--- src/rtl/ram_access_arbiter.sv ---
`default_nettype none
// ============================================================================
// Module      : ram_access_arbiter
// Description : Round-robin arbiter sharing one MFA/MFC RAM port between the
//               instruction-fetch path and the load/store data path.
// Revision    : 1.0 - initial release
// ============================================================================
module ram_access_arbiter #(
   parameter int ADDR_W  = 9,
   parameter int DATA_W  = 32,
   parameter int TIMEOUT = 15
) (
   input  logic              Clk,
   input  logic              reset,
   input  logic              ifReq,
   input  logic [ADDR_W-1:0] ifAddr,
   output logic              ifDone,
   output logic              ifErr,
   input  logic              dReq,
   input  logic              dRW,
   input  logic [1:0]        dSize,
   input  logic [ADDR_W-1:0] dAddr,
   input  logic [DATA_W-1:0] dWdata,
   output logic              dDone,
   output logic              dErr,
   output logic [DATA_W-1:0] rdata,
   output logic              owner,
   output logic              busy,
   output logic              ramMFA,
   output logic              ramRW,
   output logic [ADDR_W-1:0] ramAddress,
   output logic [1:0]        ramDataSize,
   output logic [DATA_W-1:0] ramDataOut,
   input  logic [DATA_W-1:0] ramDataIn,
   input  logic              ramMFC
);

   typedef enum logic [1:0] {
      IDLE   = 2'd0,
      ACCESS = 2'd1,
      DONE   = 2'd2,
      ERR    = 2'd3
   } state_t;

   localparam logic [7:0] c_timeout = 8'(TIMEOUT);

   state_t            r_state;
   logic              r_owner;
   logic              r_mfa;
   logic              r_rw;
   logic [ADDR_W-1:0] r_addr;
   logic [1:0]        r_size;
   logic [DATA_W-1:0] r_wdata;
   logic [DATA_W-1:0] r_rdata;
   logic [7:0]        r_cnt;
   logic              r_ifdone;
   logic              r_iferr;
   logic              r_ddone;
   logic              r_derr;

   logic              w_any_req;
   logic              w_pick_data;
   logic [1:0]        w_size;
   logic [ADDR_W-1:0] w_addr;
   logic              w_bad;
   logic [7:0]        w_cnt_next;

   // On a conflict the requester that did not own the last access wins.
   assign w_any_req   = ifReq | dReq;
   assign w_pick_data = (ifReq & dReq) ? ~r_owner : dReq;
   assign w_size      = w_pick_data ? dSize : 2'b11;
   assign w_addr      = w_pick_data ? dAddr : ifAddr;
   assign w_bad       = (w_size == 2'b10) ||
                        ((w_size == 2'b11) && (w_addr[1:0] != 2'b00)) ||
                        ((w_size == 2'b01) && w_addr[0]);
   assign w_cnt_next  = r_cnt + 8'd1;

   always_ff @(posedge Clk or posedge reset) begin
      if (reset) begin
         r_state  <= IDLE;
         r_owner  <= 1'b1;
         r_mfa    <= 1'b0;
         r_rw     <= 1'b0;
         r_addr   <= '0;
         r_size   <= 2'b00;
         r_wdata  <= '0;
         r_rdata  <= '0;
         r_cnt    <= 8'd0;
         r_ifdone <= 1'b0;
         r_iferr  <= 1'b0;
         r_ddone  <= 1'b0;
         r_derr   <= 1'b0;
      end else begin
         r_ifdone <= 1'b0;
         r_iferr  <= 1'b0;
         r_ddone  <= 1'b0;
         r_derr   <= 1'b0;
         case (r_state)
            IDLE: begin
               if (w_any_req) begin
                  r_owner <= w_pick_data;
                  r_addr  <= w_addr;
                  r_size  <= w_size;
                  r_rw    <= w_pick_data & dRW;
                  r_wdata <= w_pick_data ? dWdata : '0;
                  r_cnt   <= 8'd0;
                  if (w_bad) begin
                     r_state <= ERR;
                     r_derr  <= w_pick_data;
                     r_iferr <= ~w_pick_data;
                  end else begin
                     r_state <= ACCESS;
                     r_mfa   <= 1'b1;
                  end
               end
            end
            ACCESS: begin
               if (ramMFC) begin
                  if (!r_rw) begin
                     r_rdata <= ramDataIn;
                  end
                  r_state  <= DONE;
                  r_mfa    <= 1'b0;
                  r_ddone  <= r_owner;
                  r_ifdone <= ~r_owner;
               end else begin
                  r_cnt <= w_cnt_next;
                  if (w_cnt_next == c_timeout) begin
                     r_state <= ERR;
                     r_mfa   <= 1'b0;
                     r_derr  <= r_owner;
                     r_iferr <= ~r_owner;
                  end
               end
            end
            DONE:    r_state <= IDLE;
            ERR:     r_state <= IDLE;
            default: r_state <= IDLE;
         endcase
      end
   end

   assign ifDone      = r_ifdone;
   assign ifErr       = r_iferr;
   assign dDone       = r_ddone;
   assign dErr        = r_derr;
   assign rdata       = r_rdata;
   assign owner       = r_owner;
   assign busy        = (r_state != IDLE);
   assign ramMFA      = r_mfa;
   assign ramRW       = r_rw;
   assign ramAddress  = r_addr;
   assign ramDataSize = r_size;
   assign ramDataOut  = r_wdata;

endmodule
`default_nettype wire

--- config.mk ---
export PLATFORM = sky130hd
export DESIGN_NAME = ram_access_arbiter
export DESIGN_NICKNAME = d
export VERILOG_FILES = /design/src/rtl/ram_access_arbiter.sv
export SDC_FILE = /design/constraint.sdc
export NUM_CORES = 1
export LEC_CHECK = 0
export ABC_AREA = 1
export CAP_MARGIN = 30
export CORE_MARGIN = 2
export CORE_UTILIZATION = 41
export DETAILED_ROUTE_END_ITERATION = 8
export MAX_ROUTING_LAYER = met4
export PLACE_DENSITY = 0.8
export SYNTH_ARGS = -nofsm -noshare
export SYNTH_HDL_FRONTEND = slang
export SYNTH_SLANG_ARGS = --single-unit
--- constraint.sdc ---
create_clock -name Clk -period 3.9 [get_ports Clk]
set_input_delay 0.78 -clock Clk [delete_from_list [all_inputs] [get_ports Clk]]
set_output_delay 0.78 -clock Clk [all_outputs]
set_load 0.01 [all_outputs]
==> metrics.md <==
| Metric | Value |
|---|---|
| Worst R2R Path Depth | 3 |
| Worst-margin pin slew | 841 ps |
| Most common flop cell mapped by yosys | dfrtp_1 |
| RR Endpoint | rdata[3] |
| Synthesized instance count | 310 |
| Die Y | 99.6 µm |
| Core area | 8810 µm² |
| Vias in the first global route | 3114 |
| Max Root-Sink Buffers | 2 |
| Worst path max stage delay | 670 ps |
| GRT Util Overall | 20.2% |
| Cts repair resizes | 0 |
| WP data required | 4130 ps |
| Fillers | 681 |
| Critical path launch point type | primary input |
| Initial drt markers | 122 |
| Vias per cell | 5.09 |
| Routed Antenna Nets | 0 |
| Nets | 575 |
| Commonest non-fill, non-tap cell in the layout | clkdlybuf4s50_1 |
| Worst setup EP type | flop |
| Critical path type | in -> reg |
| Area grow syn2layout | 55.4% |
| Overall overflow remaining after global route | 0 |
| Largest net degree at the start of global routing | 49 |
| Core Rows | 34 |
| Fmax | 415 MHz |
| CP max stage cell | nand3_2 |
| Hold Vio Cnt, Final | 0 |
| Initial Utilization | 42.5% |
| Tcrit/Tclk final | 61.9% |
| Drt wl/cell | 16.4 µm |
| Clk pin slew, worst setup/hold paths | 90 ps |
| DRC violations left | 0 |
| Clock group share of total power | 17.2% |
| Final worst path period need | 2410 ps |
| Horiz. Die Dim | 99.6 µm |
| WP buf/inv | 1 |
| Hold endpoint | ramMFA |
| Critical path fanouts, max | 32 |
| Worst slack at placement | 1100 ps |
| Worst-path cell chain | clkdlybuf4s50_1 > nand3_2 > mux2_1 |
| Comb power frac | 45.0% |
| Die Area | 9910 µm² |
| First-pass GRT wire length | 15300 µm |
| RD Place Congestion | 0.897 |
| Cell Area, Synth | 3740 µm² |
| ANT cells | 0 |
| Via Count | 3026 |
| Fraction of layout cells with a size suffix above 1 | 9.65% |
| Worst skew pair latency | 350 ps |
| Peak supply drop | 0.399 mV |
| TritonCTS buffer count | 9 |
| Yosys warning count | 0 |
| Post-CTS setup repair buffer count | 0 |
| RSZ-0062 raised after global routing | false |
| Sw frac | 33.1% |
| Initial antenna violation count | 0 |
| Io pins | 173 |
| I/O Buffers | 172 |
| Hold path cells | 2 |
| Post-DP HPWL | 7220 µm |
| Flop-to-flop setup slack | 1890 ps |
| CTS tree | yes |
| H-tree depth | 3 |
| Worst Slack Setup Final | 1490 ps |
| Internal power | 2.92 mW |
| Yosys reg bits | 92 |
| Number of synthesized flops with an enable pin | 0 |
| NetSw | 1.45 mW |
| Setup Viol. Count Final | 0 |
| P per Cell Area | 751 nW/µm² |
| Status | complete, no violations |
| Syn Nets | 402 |
| Synth Area per Inst | 12.1 µm² |
| Root Driver | clkbuf_8 |
| Worst EP arrival | 2640 ps |
| Core Util, Final | 66.1% |
| Worst hold start | ramMFA |
| Hold Path Class | reg -> reg |
| Post-Route Setup TNS | 0 ps |
| Ys async rst share | 100% |
| Unique masters post-synth | 30 |
| CTS Hold Bufs | 0 |
| Drt first pass iters | 4 |
| Clk sinks | 92 |
| Family with the most delay on the worst path | simple AND/OR/NAND/NOR gates |
| Sequential-to-total area share from yosys stat | 61.5% |
| Max-cap check violation count | 0 |
| Flop pwr share | 37.8% |
| Worst slew margin | 43.9% |
| Leak Pwr | 2.52 nW |
| Most frequent cells in the layout | clkdlybuf4s50_1, dfrtp_1, nand2_1 |
| Count of pins over their slew limit | 0 |
| Total wire length | 9770 µm |
| R2R Path Start | r_state[1] |
| Worst Skew | 12.4 ps |
power groups by stage:
stage / sequential, mW / clock, mW / combinational [mW]
2_1_floorplan: 1.83 / 0 / 0.697
3_3_place_gp: 1.65 / 0 / 1.93
3_5_place_dp: 1.66 / 0 / 1.98
4_1_cts: 1.66 / 0.770 / 1.99
5_1_grt: 1.71 / 0.811 / 2.11
6_report: 1.65 / 0.752 / 1.96
worst max path at each step:
stage	startpoint	endpoint	slack, ps	depth (start not counted)
after global routing	dReq	r_cnt[5]	1340	6
after detailed placement	ramMFC	rdata[3]	1100	3
after floorplan	reset	dDone	730	1
after global placement	ramMFC	rdata[0]	1180	3
after CTS	ramMFC	rdata[3]	1480	3
final	ramMFC	rdata[3]	1490	3
cell type report:
class | count | area (µm²) | share of cell area, %
clock buffer | 9 | 124 | 2.13
tap | 108 | 135 | 2.32
clock inverter | 6 | 114 | 1.96
timing repair buffer | 174 | 1770 | 30.4
multi-input combinational | 187 | 1300 | 22.3
sequential | 92 | 2300 | 39.6
inverter | 19 | 72.6 | 1.25
registers in the layout, summed over array words and instances (netlist names), 2 cells and up:
register,count
rdata,32
r_state,2
r_cnt,8
ramAddress,9
ramDataOut,32
ramDataSize,2
metal layers:
| metal | vias to the layer above | track usage (%) | part of all wire [%] |
|---|---|---|---|
| met3 | 13 | 4.01 | 7.0 |
| met4 | 0 | 6.32 | 1.3 |
| met1 | 1457 | 26.6 | 45 |
| li1 | 1414 | - | - |
| met5 | - | - | 0 |
| met2 | 142 | 31.9 | 47 |
tightest hold or removal path, delay by kind of cell, from the launching register on:
family / cells / cell delay [ps]
flops: 1 / 350
simple gates: 2 / 100
metrics by stage:
step                std cells  hold WS [ps]  instance area [µm²]  total power, mW
CTS                       595           488                 5820             4.41
detailed placement        580           466                 5580             3.65
finish                    595           482                 5820             4.37
floorplan                 310           504                 3740             2.52
global route              595           515                 5820             4.63
global placement          579           462                 5550             3.58
Yosys cell counts, types with 3 or more instances:
cell type | number | area [µm²]
o21ai_0 | 20 | 100
dfrtp_1 | 91 | 2280
nor2_1 | 14 | 52.6
buf_2 | 10 | 50.1
nor2_4 | 4 | 45.0
a22o_1 | 32 | 280
nand2_1 | 37 | 139
nor2_2 | 4 | 25.0
mux2_1 | 30 | 338
inv_2 | 5 | 18.8
nand3_1 | 13 | 65.1
xor2_1 | 3 | 26.3
nand2_2 | 7 | 43.8
inv_1 | 14 | 52.6
nand3_2 | 5 | 50.1
logic make-up after synthesis:
family                     synth area share, %
adders and majority gates                0.668
xor gates and xnor gates                 0.702
and+or+nand+nor                           11.8
AOI/OAI and AO/OA                         11.9
muxes                                     9.63
DFF                                       61.5
buffers and inverters                     3.74
(Power assumes the default switching activity.)
==> RTL change 1, RTL diff (config.mk and constraints unchanged) <==
Set the parameter `TIMEOUT` to 14 (it was 15).
--- a/src/rtl/ram_access_arbiter.sv
+++ b/src/rtl/ram_access_arbiter.sv
@@ -8,7 +8,7 @@
 module ram_access_arbiter #(
    parameter int ADDR_W  = 9,
    parameter int DATA_W  = 32,
-   parameter int TIMEOUT = 15
+   parameter int TIMEOUT = 14
 ) (
    input  logic              Clk,
    input  logic              reset,
Behaviour: no difference found for any inputs over 10 cycles, from zero or initial values and one cycle with reset high; that may be too few to reach the edited logic, so the function may still have changed.
==> RTL change 1 against the unedited design <==
Wire length increased by 3.2%; cell area increased by 1.1%; register-to-register slack worse by 0.16 ns; first-iteration DRC count up 17%; synthesized cell count stayed put; fmax decreased by 5.6%; worst hold slack gained 0.018 ns; synthesized area up 3.4%; sequential share of layout area shrank 0.41 points; sequential cell count stayed put; power up 2.0%; setup slack got worse by 0.14 ns; critical path depth grew 1; combinational power increased by 9%.
==> RTL change 1: results (changes against the unedited design) <==
| Metric | Value |
|---|---|
| Nets | `575 (unchanged)` |
| WL/cell | `16.8 microns (was 16.4 microns)` |
| Vias in the first global route | `3,061 (was 3,114)` |
| Cell count of the worst reg-to-reg path | `4 (was 3)` |
| Delay of the slowest cell on the worst path | `0.64 ns (was 0.67 ns)` |
| DR iter-0 viols | `143 (was 122)` |
| Largest net degree at the start of global routing | `51 (was 49)` |
| Tmin final | `2.56 ns (was 2.41 ns)` |
| Via density | `5.03 (was 5.09)` |
| CTS H-Tree Depth | `3 (unchanged)` |
| First-pass GRT wire length | `15.5 mm (was 15.3 mm)` |
| Clock slew at reported path FFs | `0.09 ns (about the same)` |
| CTS Buffer Depth | `2 (unchanged)` |
| Place WS | `0.979 ns (was 1.10 ns)` |
| PostCTS Resize Cnt | `0 (unchanged)` |
| Top post-synthesis cells by count | `91 x dfrtp_1, 38 x nand2_1, 32 x a22o_1 (was 91 x dfrtp_1, 37 x nand2_1, 32 x a22o_1)` |
| Hold Startpoint | `ramAddress[0]$_DFFE_PP0P_ (was ramMFA$_DFFE_PP0P_)` |
| CTS Buf Count | `9 (unchanged)` |
| DRC viols | `0 (unchanged)` |
| Hold endpoint | `ramAddress[0]$_DFFE_PP0P_ (was ramMFA$_DFFE_PP0P_)` |
| Worst-Skew Late Latency | `0.35 ns (about the same)` |
| Gpl congestion | `0.816 (was 0.897)` |
| Sequential cell area fraction in the yosys report | `59.5% (was 61.5%)` |
| Net Sw Frac | `33.6% (was 33.1%)` |
| CP max FO | `23 (was 32)` |
| MaxCap Viol Count | `0 (unchanged)` |
| Synth cell types | `31 (was 30)` |
| Peak supply drop | `0.423 mV (was 0.399 mV)` |
| Syn nets | `402 (unchanged)` |
| Ant. Diodes | `0 (unchanged)` |
| Setup-failing EPs final | `0 (unchanged)` |
| DPL Wire Length | `7.38 mm (was 7.22 mm)` |
| Crit path max-delay family | `buffers and inverters (was simple AND/OR/NAND/NOR gates)` |
| Worst R2R Start | `r_state[1]$_DFFE_PP0P_ (unchanged)` |
| Slew @ Worst Pin | `0.874 ns (was 0.841 ns)` |
| Ratio of cells with drive above 1 in the final layout | `15.6% (was 9.65%)` |
| Fin Clk Skew | `0.0131 ns (was 0.0124 ns)` |
| Buffers added on ports | `172 (unchanged)` |
| R2R Setup Slk | `1.73 ns (was 1.89 ns)` |
| Top area cells in the synthesized netlist | `dfrtp_1 59%, mux2_4 12%, a22o_1 7.2% (was dfrtp_1 61%, mux2_1 9.0%, a22o_1 7.5%)` |
| First-pass iteration count of the detailed router | `5 (was 4)` |
| Reg-to-Reg End | `rdata[13]$_DFFE_PP0P_ (was rdata[3]$_DFFE_PP0P_)` |
| Synth Warn # | `0 (unchanged)` |
| Run status | `completed (unchanged)` |
| Leak | `2.65 nW (was 2.52 nW)` |
| Initial antenna violation count | `0 (unchanged)` |
| Worst EP arrival | `2.79 ns (was 2.64 ns)` |
| Tot GR Track Use | `20.1% (was 20.2%)` |
[RTL change 1: cell count changes after synthesis, sizes merged]
cell / delta
inv: +1
nand3: -1
o21ai: -1
o22ai: +1
[RTL change 1: final cells by class]
| cell class | instances | area [sq um] |
|---|---|---|
| clock inverters | 7 | 83.8 |
| inverters | 20 | 76.3 |
| fillers | 722 | 3320 |
| flip-flops and latches | 92 | 2300 |
| repair buffers | 174 | 1750 |
| clock buffers | 9 | 124 |
| well taps | 111 | 139 |
| multi-input cells | 186 | 1400 |
[RTL change 1: power groups by stage]
stage                     registers [mW]  logic (mW)  clock network, mW
after floorplan                     1.83       0.868                  0
after global placement              1.66        2.10                  0
after detailed placement            1.67        2.16                  0
after CTS                           1.66        2.17              0.684
after global routing                1.71        2.28              0.719
final                               1.66        2.13              0.663
[RTL change 1: tightest hold or removal path, cell delays in order (launching register included)]
cell,delay [ns]
dfrtp_1,0.36
nand2_1,0.06
nand2_1,0.06
[RTL change 1: per-layer routing]
layer  up-vias  track usage (%)  routed length (microns)
met1      1430             26.6                     4630
met2       153             31.7                     4670
li1       1416                -                        -
met5         -                -                        0
met4         0             5.51                      127
met3        12             3.86                      650
[RTL change 1: cell families after synthesis]
kind of cell	after synthesis	synth area share, %
AOI/OAI and AO/OA	62	11.5
xor gates and xnor gates	3	0.679
adders and majority gates	2	0.647
buffers and inverters	32	4.20
DFF	92	59.5
muxes	32	12.2
and+or+nand+nor	87	11.2
[RTL change 1: through the flow]
stage                     total power [mW]  hold WS [ns]  util, %  instance area (sq um)  cells
after global placement                3.76         0.461     61.7                   5670    583
after detailed placement              3.83         0.477     61.7                   5670    583
after floorplan                       2.70         0.505        -                   3870    310
final                                 4.46         0.500     63.9                   5880    599
after global routing                  4.71         0.516     63.9                   5880    599
after CTS                             4.51         0.503     63.9                   5880    599
==> RTL change 2, RTL diff (same settings) <==
Without the edit above. Put one more register stage on the output `ramDataOut`, cleared by the reset. The value now appears one clock later. The other outputs are not delayed to match.
--- a/src/rtl/ram_access_arbiter.sv
+++ b/src/rtl/ram_access_arbiter.sv
@@ -151,7 +151,13 @@
    assign ramRW       = r_rw;
    assign ramAddress  = r_addr;
    assign ramDataSize = r_size;
-   assign ramDataOut  = r_wdata;
+   always_ff @(posedge Clk or posedge reset) begin
+      if (reset) begin
+         ramDataOut <= '0;
+      end else begin
+         ramDataOut <= r_wdata;
+      end
+   end
 
 endmodule
 `default_nettype wire
Function: changed (a bounded check fails within 4 cycles, from zero or initial values and one cycle with reset high).
==> RTL change 2 against the unedited design <==
Register-to-register slack better by 0.26 ns; power up 34%; global-route usage up 0.092 points; critical path depth down 2; core utilization down 2.6 points; cell area up 24%; sequential cell count up 32; count of clock-buffer cells in the layout up 16; clock power up 100%; sequential share of layout area up 3.3 points; wire length up 20%; synthesized area up 28%; setup slack better by 0.063 ns.
==> RTL change 2: results (changes against the unedited design) <==
| Metric | Value |
|---|---|
| Slew @ Worst Pin | `0.763 ns (was 0.841 ns)` |
| CTS Buf Count | `17 (was 9)` |
| Sequential cell area fraction in the yosys report | `64.9% (was 61.5%)` |
| Run status | `completed (unchanged)` |
| Peak supply drop | `0.564 mV (was 0.399 mV)` |
| Fill cells | `906 (was 681)` |
| Syn nets | `508 (was 402)` |
| CP max FO | `6 (was 32)` |
| Ratio of cells with drive above 1 in the final layout | `14.8% (was 9.65%)` |
| CTS H-Tree Depth | `4 (was 3)` |
| Critical Path Slowest Stage Cell | `dfstp_2 (was nand3_2)` |
| First-pass GRT wire length | `19.3 mm (was 15.3 mm)` |
| Synth cell types | `29 (was 30)` |
| Worst-Skew Late Latency | `0.41 ns (was 0.35 ns)` |
| Clock slew at reported path FFs | `0.05 ns (was 0.09 ns)` |
| Total number of vias | `3,713 (was 3,026)` |
| Delay of the slowest cell on the worst path | `0.60 ns (was 0.67 ns)` |
| Worst EP arrival | `1.57 ns (was 2.64 ns)` |
| DR iter-0 viols | `272 (was 122)` |
| Crit path max-delay family | `flip-flops (was simple AND/OR/NAND/NOR gates)` |
| Fin Clk Skew | `0.00573 ns (was 0.0124 ns)` |
| DPL Wire Length | `8.29 mm (was 7.22 mm)` |
| Tot GR Track Use | `20.3% (was 20.2%)` |
| WL/cell | `15.6 microns (was 16.4 microns)` |
| Top post-synthesis cells by count | `123 x dfrtp_1, 116 x nand2_1, 61 x nand3_1 (was 91 x dfrtp_1, 37 x nand2_1, 32 x a22o_1)` |
| Largest net degree at the start of global routing | `57 (was 49)` |
| Clk root buf | `clkbuf_16 (was clkbuf_8)` |
| Gpl congestion | `0.884 (was 0.897)` |
| Vias in the first global route | `3,831 (was 3,114)` |
| Nets | `689 (was 575)` |
| Synth async-reset ratio | `100% (unchanged)` |
| Top area cells in the synthesized netlist | `dfrtp_1 64%, mux2_4 9.4%, nand2_1 9.1% (was dfrtp_1 61%, mux2_1 9.0%, a22o_1 7.5%)` |
| Leak | `3.43 nW (was 2.52 nW)` |
[RTL change 2: cell type report]
class,instances,share of cell area (%)
clock buffers,25,6.98
clock inverters,7,1.17
inverters,22,1.19
multi-input cells,255,20.9
flip-flops and latches,124,42.9
well taps,143,2.47
repair buffers,177,24.5
[RTL change 2: kinds of logic (layout without fill, tap and decap cells)]
family,after synthesis,in the layout,synth area share [%]
compound gates,17,17,2.15
fa+ha+maj,2,2,0.523
buf+inv,37,231,3.48
flops,124,124,64.9
mux,32,32,9.89
simple gates,204,204,19.0
[RTL change 2: metrics by stage]
stage          hold slack, ns  instances  worst slack [ns]  utilization, %  instance area (sq um)
2_1_floorplan           0.354        416              1.60               -                   4780
3_3_place_gp            0.360        721              1.36            58.3                   6650
3_5_place_dp            0.359        721              1.21            58.3                   6650
4_1_cts                 0.372        753              1.52            63.4                   7240
5_1_grt                 0.376        753              1.48            63.4                   7240
6_report                0.372        753              1.55            63.4                   7240
[RTL change 2: metal layers]
layer  track usage, %  vias up  wire length (microns)
li1                 -     1723                      -
met1             25.3     1805                   5190
met2             31.4      166                   5560
met3             6.26       19                    799
met4             7.72        0                    202
met5                -        -                      0
[RTL change 2: power by group]
part	total, mW	internal (mW)	switching, mW
logic	2.19	1.22	0.971
clock network	1.54	1.02	0.525
registers	2.14	1.84	0.302
total	5.88	4.08	1.80
[RTL change 2: final timing paths]
kind / start / end / slack [ns] / cells after the start
min in group asynchronous: reset / ramDataOut[25]$_DFF_PP0_ / 0.84 / 2
setup / recovery: owner$_DFFE_PP1P_ / owner / 1.55 / 1
max in group asynchronous: reset / ramAddress[6]$_DFFE_PP0P_ / 2.13 / 3
hold reg to reg: r_wdata[26]$_DFFE_PP0P_ / ramDataOut[26]$_DFF_PP0_ / 0.37 / 0
setup reg to reg: r_cnt[0]$_DFFE_PP0P_ / ramMFA$_DFFE_PP0P_ / 2.15 / 11
hold / removal: r_wdata[26]$_DFFE_PP0P_ / ramDataOut[26]$_DFF_PP0_ / 0.37 / 0
